File: src/rtl/button_conditioner_pkg.sv
// Shared constants for the button conditioner:
// repeat-FSM state encodings and width helpers.
package button_conditioner_pkg;

  localparam logic [1:0] ST_IDLE  = 2'd0;
  localparam logic [1:0] ST_DELAY = 2'd1;
  localparam logic [1:0] ST_RPT   = 2'd2;

  function automatic int clog2(input int v);
    int r;
    r = 0;
    while ((1 << r) < v)
      r = r + 1;
    return r;
  endfunction

  function automatic int imax(
    input int a,
    input int b
  );
    return (a > b) ? a : b;
  endfunction

endpackage

File: src/rtl/button_conditioner_if.sv
// Button bundle: raw levels in, conditioned
// levels and event strobes out.
interface button_conditioner_if #(
  parameter int NUM_CH = 4
);

  logic [NUM_CH-1:0] i_Switch;
  logic [NUM_CH-1:0] o_Switch;
  logic [NUM_CH-1:0] o_Press;
  logic [NUM_CH-1:0] o_Release;
  logic [NUM_CH-1:0] o_Repeat;
  logic [NUM_CH-1:0] o_Action;

  modport master (
    output i_Switch,
    input  o_Switch,
    input  o_Press,
    input  o_Release,
    input  o_Repeat,
    input  o_Action
  );

  modport slave (
    input  i_Switch,
    output o_Switch,
    output o_Press,
    output o_Release,
    output o_Repeat,
    output o_Action
  );

endinterface

File: src/rtl/button_conditioner_debounce_channel.sv
// One button: 2-flop sync, debounce counter,
// press/release strobes and hold-to-repeat FSM.
module debounce_channel
  import button_conditioner_pkg::*;
#(
  parameter int DEBOUNCE_LIMIT = 250000,
  parameter int REPEAT_DELAY   = 12500000,
  parameter int REPEAT_PERIOD  = 2500000
) (
  input  logic i_Clk,
  input  logic i_Reset,
  input  logic i_Switch,
  output logic o_Switch,
  output logic o_Press,
  output logic o_Release,
  output logic o_Repeat
);

  localparam int CW =
    clog2(DEBOUNCE_LIMIT + 1);
  localparam int HW =
    clog2(imax(REPEAT_DELAY,
               REPEAT_PERIOD) + 1);
  localparam bit RPT_EN =
    (REPEAT_DELAY != 0);

  localparam logic [CW-1:0] DB_LAST =
    CW'(DEBOUNCE_LIMIT - 1);
  localparam logic [HW-1:0] D_LAST =
    HW'(RPT_EN ? REPEAT_DELAY - 1 : 0);
  localparam logic [HW-1:0] P_LAST =
    HW'(REPEAT_PERIOD - 1);

  logic          sync1;
  logic          s;
  logic [CW-1:0] cnt;
  logic [1:0]    state;
  logic [HW-1:0] hold;

  logic flip;
  logic rise;
  logic fall;

  // A new level is accepted on the last
  // cycle of an unbroken mismatch run.
  assign flip = (s != o_Switch) &&
                (cnt == DB_LAST);
  assign rise = flip & s;
  assign fall = flip & ~s;

  always_ff @(posedge i_Clk) begin
    if (i_Reset) begin
      sync1     <= 1'b0;
      s         <= 1'b0;
      cnt       <= '0;
      o_Switch  <= 1'b0;
      o_Press   <= 1'b0;
      o_Release <= 1'b0;
      o_Repeat  <= 1'b0;
      state     <= ST_IDLE;
      hold      <= '0;
    end else begin
      sync1     <= i_Switch;
      s         <= sync1;
      o_Press   <= rise;
      o_Release <= fall;
      o_Repeat  <= 1'b0;

      if (s == o_Switch) begin
        cnt <= '0;
      end else if (flip) begin
        o_Switch <= s;
        cnt      <= '0;
      end else begin
        cnt <= cnt + 1'b1;
      end

      // Release wins over any tick due now.
      if (fall) begin
        state <= ST_IDLE;
        hold  <= '0;
      end else begin
        unique case (1'b1)
          (state == ST_IDLE): begin
            if (rise && RPT_EN) begin
              state <= ST_DELAY;
              hold  <= '0;
            end
          end
          (state == ST_DELAY): begin
            if (hold == D_LAST) begin
              o_Repeat <= 1'b1;
              hold     <= '0;
              state    <= ST_RPT;
            end else begin
              hold <= hold + 1'b1;
            end
          end
          (state == ST_RPT): begin
            if (hold == P_LAST) begin
              o_Repeat <= 1'b1;
              hold     <= '0;
            end else begin
              hold <= hold + 1'b1;
            end
          end
          default: begin
            state <= ST_IDLE;
            hold  <= '0;
          end
        endcase
      end
    end
  end

endmodule

File: src/rtl/button_conditioner.sv
// Multi-channel button conditioner: one
// debounce_channel per bit plus action strobe.
module button_conditioner
  import button_conditioner_pkg::*;
#(
  parameter int NUM_CH         = 4,
  parameter int DEBOUNCE_LIMIT = 250000,
  parameter int REPEAT_DELAY   = 12500000,
  parameter int REPEAT_PERIOD  = 2500000
) (
  input logic           i_Clk,
  input logic           i_Reset,
  button_conditioner_if.slave bus
);

  logic [NUM_CH-1:0] sw;
  logic [NUM_CH-1:0] press;
  logic [NUM_CH-1:0] rel;
  logic [NUM_CH-1:0] rpt;

  for (genvar g = 0; g < NUM_CH; g++)
  begin : g_ch
    debounce_channel #(
      .DEBOUNCE_LIMIT(DEBOUNCE_LIMIT),
      .REPEAT_DELAY  (REPEAT_DELAY),
      .REPEAT_PERIOD (REPEAT_PERIOD)
    ) u_ch (
      .i_Clk    (i_Clk),
      .i_Reset  (i_Reset),
      .i_Switch (bus.i_Switch[g]),
      .o_Switch (sw[g]),
      .o_Press  (press[g]),
      .o_Release(rel[g]),
      .o_Repeat (rpt[g])
    );
  end

  assign bus.o_Switch  = sw;
  assign bus.o_Press   = press;
  assign bus.o_Release = rel;
  assign bus.o_Repeat  = rpt;
  // Both terms are flops and never
  // coincide, so this is a clean strobe.
  assign bus.o_Action  = press | rpt;

endmodule

File: src/flat_wrapper.sv
// flat-port wrapper written by rule: the top's interface ports become plain ports
module button_conditioner_flat import button_conditioner_pkg::*;
#(
  parameter int NUM_CH         = 4,
  parameter int DEBOUNCE_LIMIT = 250000,
  parameter int REPEAT_DELAY   = 12500000,
  parameter int REPEAT_PERIOD  = 2500000
)
  (i_Clk, i_Reset, bus_i_Switch, bus_o_Switch, bus_o_Press, bus_o_Release, bus_o_Repeat, bus_o_Action);
  button_conditioner_if #(.NUM_CH(NUM_CH)) bus_i ();
  input logic i_Clk;
  input logic i_Reset;
  input wire logic [$bits(bus_i.i_Switch)-1:0] bus_i_Switch;
  output wire logic [$bits(bus_i.o_Switch)-1:0] bus_o_Switch;
  output wire logic [$bits(bus_i.o_Press)-1:0] bus_o_Press;
  output wire logic [$bits(bus_i.o_Release)-1:0] bus_o_Release;
  output wire logic [$bits(bus_i.o_Repeat)-1:0] bus_o_Repeat;
  output wire logic [$bits(bus_i.o_Action)-1:0] bus_o_Action;
  assign bus_i.i_Switch = bus_i_Switch;
  assign bus_o_Switch = bus_i.o_Switch;
  assign bus_o_Press = bus_i.o_Press;
  assign bus_o_Release = bus_i.o_Release;
  assign bus_o_Repeat = bus_i.o_Repeat;
  assign bus_o_Action = bus_i.o_Action;
  button_conditioner #(.NUM_CH(NUM_CH), .DEBOUNCE_LIMIT(DEBOUNCE_LIMIT), .REPEAT_DELAY(REPEAT_DELAY), .REPEAT_PERIOD(REPEAT_PERIOD)) u_core (.i_Clk(i_Clk), .i_Reset(i_Reset), .bus(bus_i));
endmodule
File: config.mk
export PLATFORM = sky130hd
export DESIGN_NAME = button_conditioner_flat
export DESIGN_NICKNAME = d
export VERILOG_FILES = /design/src/rtl/button_conditioner_pkg.sv /design/src/rtl/button_conditioner_if.sv /design/src/rtl/button_conditioner_debounce_channel.sv /design/src/rtl/button_conditioner.sv /design/src/flat_wrapper.sv
export SDC_FILE = /design/constraint.sdc
export NUM_CORES = 1
export LEC_CHECK = 0
export ABC_AREA = 1
export ABC_CLOCK_PERIOD_IN_PS = 5270
export BUFFER_PORTS_ARGS = -buffer_cell sky130_fd_sc_hd__clkbuf_2
export CAP_MARGIN = 20
export CORE_UTILIZATION = 29
export DETAILED_ROUTE_END_ITERATION = 10
export GPL_TIMING_DRIVEN = 0
export PLACE_DENSITY = 0.46
export SLEW_MARGIN = 25
export SYNTH_ARGS = -nofsm -noshare
export SYNTH_HDL_FRONTEND = slang
export SYNTH_SLANG_ARGS = --single-unit
File: constraint.sdc
create_clock -name i_Clk -period 5.27 [get_ports i_Clk]
set_input_delay 0.2635 -clock i_Clk [delete_from_list [all_inputs] [get_ports i_Clk]]
set_output_delay 0.2635 -clock i_Clk [all_outputs]
set_load 0.03 [all_outputs]
==> results.json <==
{
  "synthTopCellsByArea": "dfxtp_1 36%, nand2_1 14%, nor2_1 11%",
  "final_core_util_pct": 33.3,
  "path_clk_slew_ps": 80,
  "synth_top_area_cell": "dfxtp_1",
  "status": "finished clean",
  "required_ps": 5600,
  "synth_async_sr_flop_share_pct": 0,
  "first_pass_iters": 5,
  "initial_utilization_pct": 29.5,
  "fin_cells": 2306,
  "antenna_found_initial": 0,
  "num_rows": 71,
  "dr_total_vias": 10500,
  "yosysMostFrequentCell": "nand2_1",
  "gp_congestion": 0.857,
  "setup_viol": 0,
  "ios": 26,
  "finalMaxSlewViolations": 0,
  "crit_fanout": 8,
  "worstSkewPairLatency_ps": 450,
  "synthTopCellsByCount": "421 x nand2_1, 317 x nor2_1, 229 x inv_1",
  "drt-initial-drc-count": 528,
  "cp-start-kind": "flip-flop",
  "cts_sinks": 200,
  "post-route-min-period_ps": 2450,
  "seq_area_frac_synth_pct": 35.9,
  "skew_ps": 14.6,
  "fmax_ghz": 0.407,
  "max_cap_viol_count": 0,
  "via_per_inst": 4.53,
  "synth_fp_nets": 1768,
  "grt_pass1_vias": 9989,
  "critPathLaunch": "u_core.g_ch[0].u_ch.hold[1]",
  "hold_violations": 0,
  "ys_seq_elements": 200,
  "hold_start": "bus_i_Switch[3]",
  "finalCritPeriodShare_pct": 46.6,
  "fp.coreArea_um2": 37800,
  "netlist.area_leader.share_pct": 35.9,
  "syn_area_um2": 11200,
  "cts_tree": "built",
  "leakage_nw": 4.78,
  "dp.final_hpwl_um": 20900,
  "r2r-start": "u_core.g_ch[0].u_ch.hold[1]",
  "routedWlPerCell_um": 12.3,
  "rsz0062_at_grt": "no",
  "crit_path_end_kind": "flip-flop",
  "power_density_nw_per_um2": 242,
  "fin_tns_setup_ps": 0,
  "grt_pass1_wl_um": 48100,
  "io_buffers": 24,
  "die_area_um2": 39300,
  "maxSlewHeadroom_pct": 52.8,
  "postSynthCellCount": 1738,
  "clock_path_buffers": 2,
  "cp_data_arrival_time_ps": 2780,
  "dp_slack_ps": 2310,
  "track_usage_pct": 15.1,
  "areaGrowthSynthToFinish_pct": 12.8,
  "ys.flop_type": "dfxtp_1",
  "n_antenna_cell": 0,
  "fp.dieH_um": 198,
  "antenna_left": 0,
  "htree_levels": 4,
  "drive_gt1_share_pct": 6.24,
  "fin_ws_ps": 2820,
  "die_w_um": 198,
  "post_cts_buffers": 0,
  "cts_root_buf": "clkbuf_16",
  "vdd_drop_max_mv": 0.192,
  "power_mw": 3.04,
  "nets": 1813,
  "grt-ovfl-total": 0,
  "fillers": 4171,
  "syn_avg_cell_area_um2": 6.42,
  "worstMarginPinSlew_ps": 708,
  "dp_cells": 2273,
  "numCtsBuffers": 17,
  "synth-edff-count": 0,
  "post_cts_resized": 0,
  "worst-setup-path-type": "reg2reg",
  "wirelength_um": 28300,
  "grt_start_max_net_pins": 17,
  "remaining_drc_errors": 0,
  "ys_warn_count": 0,
  "hold_class": "in2reg",
  "ys_types": 38
}
critical path, stage by stage (launching register included):
cell and delay [ps]:
dfxtp_1 390, ha_1 200, nand3_1 230, nor3_1 260, nand3_1 180, nand2_1 100
nand2_1 200, nand2_1 110, nand2_1 220, nand2_1 340, nor2_1 90
worst paths after layout:
kind                                               endpoint  slack (ps)  cells past startpoint
worst max-delay path            u_core.g_ch[0].u_ch.hold[7]        2820                     10
worst min-delay path              u_core.g_ch[3].u_ch.sync1          20                      3
worst max register to register  u_core.g_ch[0].u_ch.hold[7]        2820                     10
worst min register to register        u_core.g_ch[3].u_ch.s         400                      2
cells in the final DEF (no fill, tap or decap), types with 10 or more instances in the layout:
cell type / count
nand4_1: 67
nor2_1: 317
a21oi_1: 70
xnor2_1: 10
clkbuf_2: 24
or2_2: 10
inv_1: 229
nand3_1: 171
buf_4: 21
dfxtp_1: 200
xor2_1: 49
ha_1: 24
nor3_1: 50
clkbuf_16: 17
nand2_1: 421
buf_2: 19
kinds of logic after synthesis:
| kind of cell | count (synthesis) | share of synthesized area, % |
|---|---|---|
| XOR/XNOR | 59 | 4.63 |
| AO/OA/AOI/OAI | 100 | 4.95 |
| buffers and inverters | 282 | 10.5 |
| flip-flops | 200 | 35.9 |
| adder cells (fa/ha/maj) | 24 | 2.69 |
| AND/OR/NAND/NOR | 1073 | 41.4 |
sequential cells by signal, indices dropped and copies added, names as in the netlist:
| register | cells |
|---|---|
| u_core.g_ch.u_ch.hold | 96 |
| u_core.g_ch.u_ch.cnt | 72 |
| u_core.g_ch.u_ch.state | 8 |
| u_core.g_ch.u_ch.o_Press | 4 |
| u_core.g_ch.u_ch.o_Release | 4 |
| u_core.g_ch.u_ch.o_Repeat | 4 |
| u_core.g_ch.u_ch.o_Switch | 4 |
| u_core.g_ch.u_ch.s | 4 |
| u_core.g_ch.u_ch.sync1 | 4 |
through the flow:
| stage | instance area (um^2) | hold slack [ps] |
|---|---|---|
| after floorplan | 11200 | 370 |
| after global placement | 11900 | 395 |
| after detailed placement | 11900 | 392 |
| after CTS | 12600 | 0.323 |
| after global routing | 12600 | 11.7 |
| final | 12600 | 16.5 |
power breakdown:
group | total (mW) | switching, mW | internal, mW
clock | 1.48 | 0.617 | 0.866
sequential | 1.52 | 0.00318 | 1.51
combinational | 0.0433 | 0.0329 | 0.0104
per-layer routing:
layer / up-vias / GRT usage, % / share of wire [%]
met4: 0 / 4.19 / 1.4
met2: 134 / 25.5 / 46
met3: 23 / 2.57 / 2.7
met5: - / 0 / 0
li1: 5598 / - / -
met1: 4698 / 19.7 / 50
cell type report:
type	instances	area, um^2	area share [%]
plain buffers	50	298	2.37
clock buffers	19	453	3.60
clock inverters	12	198	1.57
inverters	232	871	6.92
multi-input cells	1256	5980	47.5
flip-flops and latches	200	4000	31.8
well taps	511	639	5.08
repair buffers	26	140	1.11
repair_timing:
action | 4_1_cts | 5_1_grt
hold buffers | 2 | 0
endpoints found under the hold margin | 2 | 0
endpoints found under the setup margin | 0 | 0
(Power assumes the default switching activity.)
